===== src/rtl/mem_ctrl_pkg.sv =====
// Shared constants for the memory controller: FSM states, UART address
// match, access-size codes and the load-extension helper.
package mem_ctrl_pkg;

    typedef enum logic [1:0] {
        ST_IDLE  = 2'd0,
        ST_LOAD  = 2'd1,
        ST_STORE = 2'd2,
        ST_FETCH = 2'd3
    } state_e;

    // io_addr[17:16] value that selects the UART
    localparam logic [1:0] IO_SEL = 2'b11;

    // io_op[1:0] size codes
    localparam logic [1:0] SZ_B = 2'b00;
    localparam logic [1:0] SZ_H = 2'b01;
    localparam logic [1:0] SZ_W = 2'b10;

    // Number of bytes moved for a size code
    function automatic logic [2:0] op_bytes(input logic [1:0] sz);
        case (sz)
            SZ_B:    return 3'd1;
            SZ_H:    return 3'd2;
            default: return 3'd4;
        endcase
    endfunction

    // Sign/zero extension of an assembled load; op[2] selects unsigned
    function automatic logic [31:0] load_ext(input logic [31:0] w, input logic [2:0] op);
        case (op[1:0])
            SZ_B:    return op[2] ? {24'd0, w[7:0]}  : {{24{w[7]}}, w[7:0]};
            SZ_H:    return op[2] ? {16'd0, w[15:0]} : {{16{w[15]}}, w[15:0]};
            default: return w;
        endcase
    endfunction

endpackage


===== src/rtl/mem_ctrl.sv =====
// Byte-serial memory controller arbitrating LSB loads/stores and
// instruction fetches onto a single 8-bit RAM port with one-cycle read
// latency. While rdy_in is low the RAM keeps running on the held address,
// so the byte that was due on mem_din is parked in a one-entry skid and
// replayed on the first enabled edge.
module mem_ctrl
    import mem_ctrl_pkg::*;
(
    input  logic        clk_in,
    input  logic        rst_in,
    input  logic        rdy_in,
    input  logic        rob_clear,
    input  logic [7:0]  mem_din,
    output logic [7:0]  mem_dout,
    output logic [31:0] mem_a,
    output logic        mem_wr,
    input  logic        io_buffer_full,
    input  logic        is_io,
    input  logic        is_store,
    input  logic [31:0] io_addr,
    input  logic [31:0] io_data,
    input  logic [2:0]  io_op,
    output logic        mem_res_avail,
    output logic [31:0] mem_res,
    output logic        mem_stuck,
    input  logic        if_req,
    input  logic [31:0] if_addr,
    output logic        if_done,
    output logic [31:0] if_inst
);

    state_e      state_q;
    logic [2:0]  cnt_q;          // edges since accept; also byte offset
    logic [2:0]  size_q;
    logic [2:0]  op_q;
    logic [31:0] base_q;
    logic [31:0] wdata_q;
    logic [31:0] asm_q;
    logic        clr_q;          // flush seen during a store
    logic [31:0] mem_a_q;
    logic [7:0]  mem_dout_q;
    logic        mem_wr_q;
    logic        mem_res_avail_q;
    logic [31:0] mem_res_q;
    logic        if_done_q;
    logic [31:0] if_inst_q;
    logic        hold_vld_q;
    logic [7:0]  hold_byte_q;

    logic [7:0]  din_eff;
    logic [2:0]  nxt;
    logic [1:0]  cap_idx;
    logic [31:0] asm_fin;
    logic        can_acc;
    logic        io_go;

    // Byte assembly and accept qualification
    always_comb begin
        din_eff = hold_vld_q ? hold_byte_q : mem_din;
        nxt     = cnt_q + 3'd1;
        // byte k-1 arrives on the edge where cnt_q == k
        cap_idx = cnt_q[1:0] - 2'd1;
        asm_fin = asm_q;
        asm_fin[{cap_idx, 3'b000} +: 8] = din_eff;
        can_acc = !rob_clear && !mem_res_avail_q && !if_done_q;
        io_go   = is_io && !(is_store && (io_addr[17:16] == IO_SEL) && io_buffer_full);
    end

    // Main controller FSM with registered RAM-side and result outputs
    always_ff @(posedge clk_in or posedge rst_in) begin
        if (rst_in) begin
            state_q         <= ST_IDLE;
            cnt_q           <= '0;
            size_q          <= '0;
            op_q            <= '0;
            base_q          <= '0;
            wdata_q         <= '0;
            asm_q           <= '0;
            clr_q           <= 1'b0;
            mem_a_q         <= '0;
            mem_dout_q      <= '0;
            mem_wr_q        <= 1'b0;
            mem_res_avail_q <= 1'b0;
            mem_res_q       <= '0;
            if_done_q       <= 1'b0;
            if_inst_q       <= '0;
            hold_vld_q      <= 1'b0;
            hold_byte_q     <= '0;
        end else if (!rdy_in) begin
            if (!hold_vld_q) begin
                hold_byte_q <= mem_din;
                hold_vld_q  <= 1'b1;
            end
        end else begin
            hold_vld_q      <= 1'b0;
            mem_res_avail_q <= 1'b0;
            if_done_q       <= 1'b0;
            unique case (state_q)
                ST_IDLE: begin
                    if (can_acc && io_go) begin
                        base_q  <= io_addr;
                        mem_a_q <= io_addr;
                        cnt_q   <= '0;
                        size_q  <= op_bytes(io_op[1:0]);
                        op_q    <= io_op;
                        clr_q   <= 1'b0;
                        if (is_store) begin
                            state_q    <= ST_STORE;
                            wdata_q    <= io_data;
                            mem_dout_q <= io_data[7:0];
                            mem_wr_q   <= 1'b1;
                        end else begin
                            state_q <= ST_LOAD;
                        end
                    end else if (can_acc && if_req) begin
                        base_q  <= if_addr;
                        mem_a_q <= if_addr;
                        cnt_q   <= '0;
                        size_q  <= 3'd4;
                        state_q <= ST_FETCH;
                    end
                end
                ST_LOAD, ST_FETCH: begin
                    if (rob_clear) begin
                        state_q  <= ST_IDLE;
                        mem_a_q  <= '0;
                        mem_wr_q <= 1'b0;
                        cnt_q    <= '0;
                    end else begin
                        cnt_q <= nxt;
                        if (nxt < size_q)
                            mem_a_q <= base_q + 32'(nxt);
                        if (cnt_q != 3'd0)
                            asm_q <= asm_fin;
                        if (cnt_q == size_q) begin
                            state_q <= ST_IDLE;
                            mem_a_q <= '0;
                            cnt_q   <= '0;
                            if (state_q == ST_LOAD) begin
                                mem_res_q       <= load_ext(asm_fin, op_q);
                                mem_res_avail_q <= 1'b1;
                            end else begin
                                if_inst_q <= asm_fin;
                                if_done_q <= 1'b1;
                            end
                        end
                    end
                end
                ST_STORE: begin
                    // a flush never cuts a store short, it only hides the pulse
                    if (rob_clear)
                        clr_q <= 1'b1;
                    if (nxt < size_q) begin
                        cnt_q      <= nxt;
                        mem_a_q    <= base_q + 32'(nxt);
                        mem_dout_q <= wdata_q[{nxt[1:0], 3'b000} +: 8];
                    end else begin
                        state_q         <= ST_IDLE;
                        cnt_q           <= '0;
                        mem_a_q         <= '0;
                        mem_wr_q        <= 1'b0;
                        mem_res_q       <= '0;
                        mem_res_avail_q <= !(clr_q || rob_clear);
                    end
                end
                default: state_q <= ST_IDLE;
            endcase
        end
    end

    assign mem_a         = mem_a_q;
    assign mem_dout      = mem_dout_q;
    assign mem_wr        = mem_wr_q & rdy_in;
    assign mem_res_avail = mem_res_avail_q;
    assign mem_res       = mem_res_q;
    assign if_done       = if_done_q;
    assign if_inst       = if_inst_q;
    assign mem_stuck     = io_buffer_full;

endmodule

===== config.mk =====
export PLATFORM = sky130hd
export DESIGN_NAME = mem_ctrl
export DESIGN_NICKNAME = d
export VERILOG_FILES = /design/src/rtl/mem_ctrl_pkg.sv /design/src/rtl/mem_ctrl.sv
export SDC_FILE = /design/constraint.sdc
export NUM_CORES = 1
export LEC_CHECK = 0
export BUFFER_PORTS_ARGS = -buffer_cell sky130_fd_sc_hd__buf_2
export CORE_ASPECT_RATIO = 0.7
export CORE_MARGIN = 2
export CORE_UTILIZATION = 60
export CTS_CLUSTER_SIZE = 40
export DETAILED_ROUTE_END_ITERATION = 12
export PLACE_DENSITY = 0.95
export SETUP_SLACK_MARGIN = 0.05
export SYNTH_ARGS = -nofsm -noshare
export SYNTH_HDL_FRONTEND = slang
export SYNTH_SLANG_ARGS = --single-unit

===== constraint.sdc =====
create_clock -name clk_in -period 16.96 [get_ports clk_in]
set_input_delay 3.392 -clock clk_in [delete_from_list [all_inputs] [get_ports clk_in]]
set_output_delay 3.392 -clock clk_in [all_outputs]
set_load 0.1 [all_outputs]

==> metrics.txt <==
number of synthesized register bits=224; Max stage delay on crit path=roughly 0.44 ns; Worst EP required=between 10 and 15 ns; drt wl/cell=between 20 and 25 um; unrepaired setup endpoints after global routing=no; vias in the first global route=roughly 9000; R2R cell count=9; FF-to-FF End=mem_a[25]; register area share after synthesis=roughly 50%; yosys warns=0; CTS Sinks=224; Mapped Nets=1164; drt first-iter violations=1092; Slowest-stage cell, CP=buf_2; Synth area leader=dfrtp_1; grt total ovfl=0; # fillers=around 1200; family with the most delay on the worst path=buffers and inverters; storage element area=between 0.005 and 0.006 mm^2; FP Rows=a little over 40; first-pass GRT wire length=around 47 mm; synth top area cells=dfrtp_1 (51%), mux2_2 (8.0%), o21ai_0 (3.9%); Starting Density=roughly three fifths; EDFF count, synth=0; Final Skew=0.00690 ns; initial antenna violation count=4; Post-Syn Instances=1032; Mean Syn Cell Area=approximately 11 um^2; CP Max Fanout=19; class of the most critical setup path=in -> out; Multi-input gate area=between 0.005 and 0.006 mm^2; share of the synthesized area in the top cell type=51.0%; hpwl dp=approximately 20 mm; share of cells above drive strength 1=a little under a third; fraction of registers with async set/reset=100%; post-layout net count=between 1000 and 1500; total track usage=around 31%; Pwr per Cell Area=between 200 and 250 mW/mm^2; Max H-tree Level=1; predominant post-synthesis flop cell=dfrtp_1; DR pass1 iterations=5; area delta synth->final=17.7%; reg-to-reg slack, setup=12.65 ns; clock latency at the later pin of the worst-skew pair=0.50 ns; Fin Setup TNS=0 ns; startpoint types=primary input; CTS Root Cell=clkbuf_16; Reg2Reg Launch Point=cnt_q[0]; hold worst-path end=mem_res[21]; largest net degree at the start of global routing=152; hold depth=1; Synth Cell Area=0.0110 mm^2; Slew @ Worst Pin=1.13 ns; Min Clock Period, post-route=7.75 ns; routed vias/inst=6.27; core area=~0.018 mm^2; postcts setup bufs=0; Longest Clk Path Bufs=3; Die Width=166 um; status=finished clean; DRC violations left=0; # resized after CTS=0; Critical Path Most Common Cell=buf_2; endpoints failing hold=0; worst IR drop on VDD=about 0.00023 V; Slew HR=24.8%; Vias=just over 9000; Hold Path Origin=mem_res[21]; Final ANT Viol Nets=0; Num CTS Buffers=22; max_cap viols=0; Tcrit/Tclk final=between 40% and 50%; maximum clock rate=129 MHz; Max Slew Vio Count=0; DRT Wirelength=29.9 mm; Die H=117 um; Top Ports=between 200 and 250; Die ar.=about 0.019 mm^2; critical path capture point type=primary output; clock-pin slew on the worst setup and hold paths=around 0.060 ns; PortBufs=222; Hold Buf Count CTS=0; Final Cell Area=roughly 0.013 mm^2; P_leak=between 6 and 7 nW; CTS tree=built; Area after DPL=roughly 0.012 mm^2; Final Wtd Congestion=approximately 0.91; crit-path cells=buf_2 > and2_1 > buf_2; CP Buf/Inv Count=2; class of the worst hold path=reg -> reg; Final setup viols=0; Arr. time, crit path=about 4.4 ns; distinct cell type count after synthesis=67
==> through the flow <==
step | power, W | util, % | hold WS, ns | setup slack, ns | std cells
2_1_floorplan | 0.00182 | - | 0.442 | 7.43 | 1032
3_3_place_gp | 0.00204 | 67.9 | 0.454 | 9.24 | 1433
3_5_place_dp | 0.00209 | 67.9 | 0.460 | 9.24 | 1433
4_1_cts | 0.00259 | 72.0 | 0.474 | 9.23 | 1471
5_1_grt | 0.00272 | 72.0 | 0.497 | 9.20 | 1471
6_report | 0.00260 | 72.0 | 0.473 | 9.21 | 1474
==> placed cells by master, fill, tap and decap left out, types with 25 or more instances in the layout <==
cell type	count
nand2_1	106
mux2i_1	30
a21oi_1	51
nor2_1	74
dfrtp_1	224
mux2_2	78
o21ai_0	86
nor3_1	25
a21o_1	26
buf_2	222
==> synthesized netlist by cell type, drive strengths merged (4+ instances only) <==
library cell	number
nor3	26
dfrtp	224
nand4	15
xnor2	7
nor4	5
inv	24
a2111oi	16
nand3	18
nand2	106
mux4	8
a221oi	9
a21oi	53
buf	23
nor2	75
nor2b	8
mux2	81
a21o	26
mux2i	30
o32a	10
and4	6
or3	9
a31oi	5
a211oi	11
a2bb2oi	6
o211ai	16
o21ai	86
a21boi	4
xor2	15
ha	16
o21a	8
o31ai	9
clkbuf	44
==> area by class of cell <==
cell class                 instances  area share (%)
multi-input combinational        717            38.7
tap                              236            2.28
antenna                            3          0.0581
inverter                          24           0.755
clock inverter                    10           0.794
clock buffer                      28            4.83
timing repair buffer             232            9.18
sequential                       224            43.4
==> where the power goes <==
part	internal, W	switching (W)
logic	0.000329	0.000919
registers	0.000700	0.000151
clock network	0.000290	0.000207
==> logic make-up after synthesis <==
group,Yosys count,synth area share [%]
simple gates,288,12.4
compound gates,271,16.5
flops,224,51.0
mux,119,12.7
buf+inv,91,3.61
xor+xnor,22,1.75
fa+ha+maj,17,2.00
==> worst max path at each step <==
stage,startpoint,end,slack [ns],cells after the start
floorplan,rst_in,asm_q[0],7.43,1
global placement,rdy_in,mem_wr,9.24,3
detailed placement,rdy_in,mem_wr,9.24,3
CTS,rdy_in,mem_wr,9.23,3
global route,rdy_in,mem_wr,9.20,3
finish,rdy_in,mem_wr,9.21,3
==> state kept, by name, indices dropped and copies added, names as in the netlist <==
signal,flops
cnt_q,3
hold_byte_q,8
size_q,3
asm_q,32
mem_a,32
op_q,3
clr_q,1
state_q,2
mem_wr_q,1
if_done,1
wdata_q,32
mem_res,32
if_inst,32
mem_dout,8
mem_res_avail,1
hold_vld_q,1
base_q,32
==> per-layer routing <==
metal / vias up / wire length [um] / track usage [%]
li1: 4123 / - / -
met2: 551 / 13500 / 48.9
met1: 4490 / 12400 / 41.9
met4: 2 / 818 / 8.99
met5: - / 13 / 0
met3: 81 / 3100 / 8.14
(Power assumes the default switching activity.)
